===== src/rtl/multibyte_add_sequencer.sv =====
// multibyte_add_sequencer: 8*NBYTES-bit add done one byte per cycle, LSB first, through two chained 8-bit ripple adders.
module ripple_carry_adder (
    input  logic [7:0] a,
    input  logic [7:0] b,
    output logic [7:0] s,
    output logic       co
);
    logic [8:0] c;
    assign c[0] = 1'b0;
    for (genvar i = 0; i < 8; i++) begin : g_fa
        assign s[i]   = a[i] ^ b[i] ^ c[i];
        assign c[i+1] = (a[i] & b[i]) | (c[i] & (a[i] ^ b[i]));
    end
    assign co = c[8];
endmodule

module multibyte_add_sequencer #(
    parameter int NBYTES = 4
) (
    input  logic                clk,
    input  logic                rst_n,
    input  logic                start_valid,
    output logic                start_ready,
    input  logic [8*NBYTES-1:0] a_in,
    input  logic [8*NBYTES-1:0] b_in,
    input  logic                cin_in,
    output logic                result_valid,
    input  logic                result_ready,
    output logic [8*NBYTES-1:0] sum_out,
    output logic                carry_out,
    output logic                zero_out,
    output logic                busy
);
    localparam int W  = 8 * NBYTES;
    localparam int KW = NBYTES > 1 ? $clog2(NBYTES) : 1;

    typedef enum logic [1:0] {IDLE, RUN, DONE} state_t;

    state_t        state, state_nx;
    logic [W-1:0]  a_reg, b_reg;
    logic [KW-1:0] k;
    logic          carry_reg;
    logic [7:0]    a_byte, b_byte, s1, s2;
    logic          c1, c2, last;

    assign last = k == KW'(NBYTES - 1);

    always_comb begin
        a_byte = '0;
        b_byte = '0;
        for (int i = 0; i < NBYTES; i++) begin
            if (k == KW'(i)) begin
                a_byte = a_reg[8*i +: 8];
                b_byte = b_reg[8*i +: 8];
            end
        end
    end

    ripple_carry_adder u_ab (.a(a_byte), .b(b_byte),            .s(s1), .co(c1));
    ripple_carry_adder u_cy (.a(s1),     .b({7'b0, carry_reg}), .s(s2), .co(c2));

    always_ff @(posedge clk or negedge rst_n) begin
        if (!rst_n) state <= IDLE;
        else        state <= state_nx;
    end

    always_comb begin
        state_nx = state;
        unique case (state)
            IDLE:    state_nx = start_valid  ? RUN  : IDLE;
            RUN:     state_nx = last         ? DONE : RUN;
            DONE:    state_nx = result_ready ? IDLE : DONE;
            default: state_nx = IDLE;
        endcase
    end

    // c1 and c2 can never both be set, so OR-ing them gives the byte carry
    always_ff @(posedge clk or negedge rst_n) begin
        if (!rst_n) begin
            a_reg     <= '0;
            b_reg     <= '0;
            carry_reg <= 1'b0;
            k         <= '0;
            sum_out   <= '0;
            carry_out <= 1'b0;
        end else if (state == IDLE && start_valid) begin
            a_reg     <= a_in;
            b_reg     <= b_in;
            carry_reg <= cin_in;
            k         <= '0;
        end else if (state == RUN) begin
            for (int i = 0; i < NBYTES; i++)
                if (k == KW'(i)) sum_out[8*i +: 8] <= s2;
            carry_reg <= c1 | c2;
            if (last) carry_out <= c1 | c2;
            else      k <= k + KW'(1);
        end
    end

    assign start_ready  = state == IDLE;
    assign result_valid = state == DONE;
    assign busy         = state != IDLE;
    assign zero_out     = ~|sum_out;
endmodule


===== config.mk =====
export PLATFORM = sky130hd
export DESIGN_NAME = multibyte_add_sequencer
export DESIGN_NICKNAME = d
export VERILOG_FILES = /design/src/rtl/multibyte_add_sequencer.sv
export SDC_FILE = /design/constraint.sdc
export NUM_CORES = 1
export LEC_CHECK = 0
export ABC_AREA = 1
export CAP_MARGIN = 0
export CORE_MARGIN = 2
export CORE_UTILIZATION = 45
export DETAILED_ROUTE_END_ITERATION = 8
export PLACE_DENSITY_LB_ADDON = 0.15
export SLEW_MARGIN = 20
export SYNTH_ARGS = -nofsm -noshare
export SYNTH_HDL_FRONTEND = slang
export SYNTH_HIERARCHICAL = 1
export SYNTH_SLANG_ARGS = --single-unit

===== constraint.sdc =====
create_clock -name clk -period 5.79 [get_ports clk]
set_input_delay 1.158 -clock clk [delete_from_list [all_inputs] [get_ports clk]]
set_output_delay 1.158 -clock clk [all_outputs]
set_load 0.02 [all_outputs]

**Yosys cells after proc, flatten, opt, wreduce, memory -nomap -nowiden**

Index checks and enable logic that the tools add are counted.
Widths: inputs -> output; s select.

- $add $sub $neg: 1
- Eq/ne operators: 6
- Muxes and demuxes: 17
- Bitwise operators: 55
- Reductions and logical operators: 12

Operator list:

| kind | number |
|---|---|
| $mux 8 | 8 |
| $reduce_or 32->1 | 1 |
| $and 1x1->1 | 23 |
| $xor 1x1->1 | 23 |
| $reduce_and 3->1 | 4 |
| $mux 2 | 5 |
| $or 1x1->1 | 8 |
| $eq 2x2->1 const B | 3 |
| $pmux 2 s3 | 1 |
| $eq 2x1->1 const B | 2 |
| $logic_not 2->1 | 2 |
| $reduce_bool 2->1 | 2 |
| $mux 1 | 3 |
| $add 2x1->2 const B | 1 |
| $ne 2x1->1 const B | 1 |
| $reduce_and 2->1 | 1 |
| $logic_and 1x1->1 | 1 |
| $logic_not 1->1 | 1 |
| $not 1->1 | 1 |

- Flip-flop bits (word level): 102
- Input bits: 69
- Output and inout port bits: 37
- Logic and storage cells: 101

**Depth between registers and ports, before layout**

- Word-level depth: 23
- Depth in mapped cells: 26
- Gate-level depth less buffers: 25

**Cells and area by module**

Netlist, hierarchy kept.

Modules (own cells, without submodules):

| module | times used | cells each | area an instance (um^2) |
|---|---|---|---|
| multibyte_add_sequencer | 1 | 589 | 4737.0 |
| ripple_carry_adder | 2 | 18 | 190.2 |

**Worst setup path before layout**

No wires, ideal clock.

- Kind: register to register
- Start: register k[0]
- End: register sum_out[15]
- Setup time: 0.076 ns
- Data arrival time: 4.945 ns
- Data required time: 5.714 ns
- Path slack: 0.769 ns
- Cell stages (with the launch flop): 25
- Buffers on the path: 2
- Clock period less this slack: 5.021 ns
- Cell sequence: dfrtp_1 > inv_1 > ha_1 > buf_2 > inv_1 > buf_4 > nor2_1 > nor2_1 > nand2_1 > nand2_1 > ha_1 > inv_1 > fa_1 > inv_1 > fa_1 > fa_1 > fa_1 > fa_1 > fa_1 > fa_1 > inv_1 > fa_1 > inv_1 > inv_1 > o21ai_1

- Elaborated cells between the ends (all ways): 55

RTL lines:

| what | line | RTL |
|---|---|---|
| start: declaration | 41 | `logic [KW-1:0] k;` |
| start signal: assignment | 96 | `else k <= k + KW'(1);` |
| $logic_not 2->1 | 52 | `if (k == KW'(i)) begin` |
| $mux 8 (3 in a row) | 52 |  |
| $mux 8 (*) | 52 |  |
| net a_byte[0] | 43 | `logic [7:0] a_byte, b_byte, s1, s2;` |
| $and 1x1->1 (*) (2 in a row) | 12 | `assign c[i+1] = (a[i] & b[i]) \| (c[i] & (a[i] ^ b[i]));` |
| $or 1x1->1 (*) | 12 |  |
| $xor 1x1->1 (*) | 11 | `assign s[i] = a[i] ^ b[i] ^ c[i];` |
| net s1[2] | 43 |  |
| $and 1x1->1 (*) (5 in a row) | 12 |  |
| $xor 1x1->1 (*) | 11 |  |
| net s2[7] | 43 |  |
| end signal: assignment | 84 | `sum_out <= '0;` |
| end signal: indexed assignment | 93 | `if (k == KW'(i)) sum_out[8*i +: 8] <= s2;` |
| end: declaration | 29 | `output logic [8*NBYTES-1:0] sum_out,` |

Mark *: on every way through the listed nets, which the timed path passes. The rest lies on a longest branch.
A chain may end at the register's enable or synchronous reset.

**Worst setup path after layout**

- Start: register k[1]
- End: register sum_out[15]

Same word-level chain as after synthesis.

==> results.json <==
{
  "remaining_drc_errors": 0,
  "crit_arrival_ns": 5.54,
  "critPathMaxStageDelay_ns": 0.72,
  "ys_types": 23,
  "tmin_final_ns": 5.28,
  "multi_input_area_um2": 2220,
  "syn_area_per_cell_um2": 8.19,
  "floorplan.core_area_um2": 11000,
  "clock_tree.root_cell": "sky130_fd_sc_hd__clkbuf_16",
  "final_hold_viol_count": 0,
  "rsz_0062_raised_after_global_routing": "no",
  "initial_core_util_pct": 46.6,
  "syn_warnings": 6,
  "grt_remaining_overflow": 0,
  "cp_data_required_time_ns": 6.05,
  "cts.hold.buffers_added": 0,
  "crit_fanout": 25,
  "gr-usage-all-layers_pct": 19.8,
  "totalNegativeSetupSlack_ns": 0,
  "clkLatencyLatePin_ns": 0.34,
  "synth_enable_flop_cells": 0,
  "maxSlewViolCount": 0,
  "max_freq_mhz": 190,
  "drt_wl_total_mm": 11.8,
  "crit_path_end_kind": "register",
  "synthFlopType": "sky130_fd_sc_hd__dfrtp_1",
  "antenna_found_initial": 0,
  "routedWlPerCell_um": 13.5,
  "fp.dieArea_um2": 12200,
  "critical-path-top-cell-by-count": "sky130_fd_sc_hd__fa_1",
  "drive_gt1_share_pct": 7.10,
  "cts_tree": "done",
  "area_growth_pct": 27.3,
  "synthCells": 625,
  "fin_worst_skew_ns": 0.00654,
  "critical_path.cell_chain": "ha_1, nand2_1, nand2_1, ha_1, inv_1, fa_1, inv_1, fa_1, fa_1, fa_1, fa_1, fa_1, fa_1, inv_1, fa_1, inv_1, inv_1, o21ai_1",
  "buffer_ports.inserted": 105,
  "die_y_um": 111,
  "grt_first_pass_wirelength_mm": 19.5,
  "hold_path.class": "register to register",
  "final_net_count": 816,
  "ctsHtreeMaxLevel": 3,
  "seq_area_um2": 2550,
  "seq_area_frac_synth_pct": 49.9,
  "drt_iter0_markers": 203,
  "timing.max_slew.rel_slack_pct": 37.6,
  "cts-buffers-inserted": 9,
  "io_pins": 106,
  "fillers": 1021,
  "hpwl_mm": 8.70,
  "path_delay_family": "adder cells",
  "final_setup_violation_count": 0,
  "detailedRoute.firstPassIterationCount": 4,
  "synth_async_sr_flop_share_pct": 100,
  "tightestPinTransition_ns": 0.936,
  "cts_clk_pin_slew_worst_paths_ns": 0.07,
  "row_count": 38,
  "average_vias_per_placed_instance": 4.69,
  "route.antenna.remaining_nets": 0,
  "insertedDiodeCount": 0,
  "cp-start-kind": "register",
  "critPathSlowestCell": "sky130_fd_sc_hd__ha_1",
  "worst-path-buf-inv": 5,
  "cts-root-to-sink-buffers": 2,
  "grt_start_max_net_pins": 66,
  "post-route-period-util_pct": 91.1,
  "drv.max_cap_violation_count": 0,
  "die_outline_width_um": 111,
  "yosys_register_bits": 102,
  "worst-setup-path-type": "register to register",
  "routabilityCongestion": 0.869,
  "status": "complete, no violations",
  "via_count": 4088,
  "cts.sinks": 102,
  "netlist_area_um2": 5120,
  "grt_pass1_vias": 4055
}
[cell type report]
| cell class | count | share of cell area, % |
|---|---|---|
| Tap cell | 140 | 2.69 |
| Multi-Input combinational cell | 465 | 34.1 |
| Timing Repair Buffer | 113 | 17.0 |
| Clock buffer | 11 | 3.57 |
| Sequential cell | 102 | 39.2 |
| Clock inverter | 5 | 1.25 |
| Inverter | 36 | 2.15 |
[layer usage]
| layer | share of wire [%] | up-vias | GRT usage (%) |
|---|---|---|---|
| li1 | - | 2090 | - |
| met2 | 48 | 96 | 32.5 |
| met5 | 0 | - | 0 |
| met3 | 4.3 | 15 | 4.12 |
| met1 | 47 | 1887 | 26.7 |
| met4 | 1.6 | 0 | 5.50 |
[cells in the mapped netlist (5+ instances only)]
library cell | n | share of area, %
sky130_fd_sc_hd__nand2_1 | 319 | 23
sky130_fd_sc_hd__dfrtp_1 | 102 | 50
sky130_fd_sc_hd__nor2_1 | 56 | 4.1
sky130_fd_sc_hd__inv_1 | 34 | 2.5
sky130_fd_sc_hd__o21ai_2 | 18 | 3.1
sky130_fd_sc_hd__a21oi_1 | 16 | 1.6
sky130_fd_sc_hd__o21ai_1 | 15 | 1.5
sky130_fd_sc_hd__fa_1 | 14 | 5.5
sky130_fd_sc_hd__buf_6 | 11 | 2.4
sky130_fd_sc_hd__buf_4 | 8 | 1.2
sky130_fd_sc_hd__buf_2 | 6 | 0.59
sky130_fd_sc_hd__ha_1 | 6 | 1.5
sky130_fd_sc_hd__nand2_4 | 5 | 1.1
[placed cells by master (no fill, tap or decap), types with 2 or more instances in the layout]
cell type / instances
sky130_fd_sc_hd__dfrtp_1: 102
sky130_fd_sc_hd__bufinv_16: 2
sky130_fd_sc_hd__nand2_4: 5
sky130_fd_sc_hd__conb_1: 7
sky130_fd_sc_hd__nor2_4: 2
sky130_fd_sc_hd__clkbuf_1: 2
sky130_fd_sc_hd__ha_1: 5
sky130_fd_sc_hd__inv_1: 34
sky130_fd_sc_hd__buf_4: 9
sky130_fd_sc_hd__clkdlybuf4s50_1: 104
sky130_fd_sc_hd__fa_1: 14
sky130_fd_sc_hd__o21ai_1: 15
sky130_fd_sc_hd__a21oi_1: 16
sky130_fd_sc_hd__nand2_1: 319
sky130_fd_sc_hd__o21ai_0: 4
sky130_fd_sc_hd__o21ai_2: 18
sky130_fd_sc_hd__clkbuf_16: 9
sky130_fd_sc_hd__inv_6: 2
sky130_fd_sc_hd__nor2_1: 56
[what timing repair did]
action                                  CTS  global route
endpoints found under the hold margin     0             0
gates resized for setup                   0             1
buffers inserted                          0             3
endpoints found under the setup margin    0             4
[worst reg2reg max path: cells and delay by family, from the launching register on]
family          cells  cell delay [ns]
fa+ha+maj          10             4.04
flops               1             0.38
buf+inv             5             0.33
simple gates        2             0.27
compound gates      1             0.16
[kinds of logic after synthesis]
logic type	share of synthesized area (%)
and+or+nand+nor	29.2
DFF	49.9
buffers and inverters	7.14
AOI/OAI and AO/OA	6.80
adders and majority gates	6.94
other	0.0733
[final timing paths]
check	startpoint	to	slack [ns]	depth (start not counted)
setup / recovery	k[1]$_DFFE_PN0P_	sum_out[15]$_DFFE_PN0P_	0.51	18
min in group asynchronous	rst_n	a_reg[7]$_DFFE_PN0P_	0.81	1
hold reg to reg	b_reg[5]$_DFFE_PN0P_	b_reg[5]$_DFFE_PN0P_	0.48	2
setup reg to reg	k[1]$_DFFE_PN0P_	sum_out[15]$_DFFE_PN0P_	0.51	18
hold / removal	b_reg[5]$_DFFE_PN0P_	b_reg[5]$_DFFE_PN0P_	0.48	2
max in group asynchronous	rst_n	b_reg[25]$_DFFE_PN0P_	3.86	2
[stage by stage]
| stage | cells | hold slack (ns) | util (%) | area, um2 | worst slack (ns) |
|---|---|---|---|---|---|
| after global placement | 853 | 0.467 | 56.2 | 6180 | 0.523 |
| after floorplan | 631 | 0.449 | - | 5140 | 0.769 |
| after detailed placement | 853 | 0.467 | 56.2 | 6180 | 0.316 |
| after global routing | 872 | 0.505 | 59.3 | 6520 | 0.186 |
| after CTS | 869 | 0.485 | 59.1 | 6490 | 0.295 |
| final | 872 | 0.485 | 59.3 | 6520 | 0.513 |
Power is left out: the tool's default activity adds up to more than one toggle a clock period on the data nets, which glitch-free logic cannot reach.
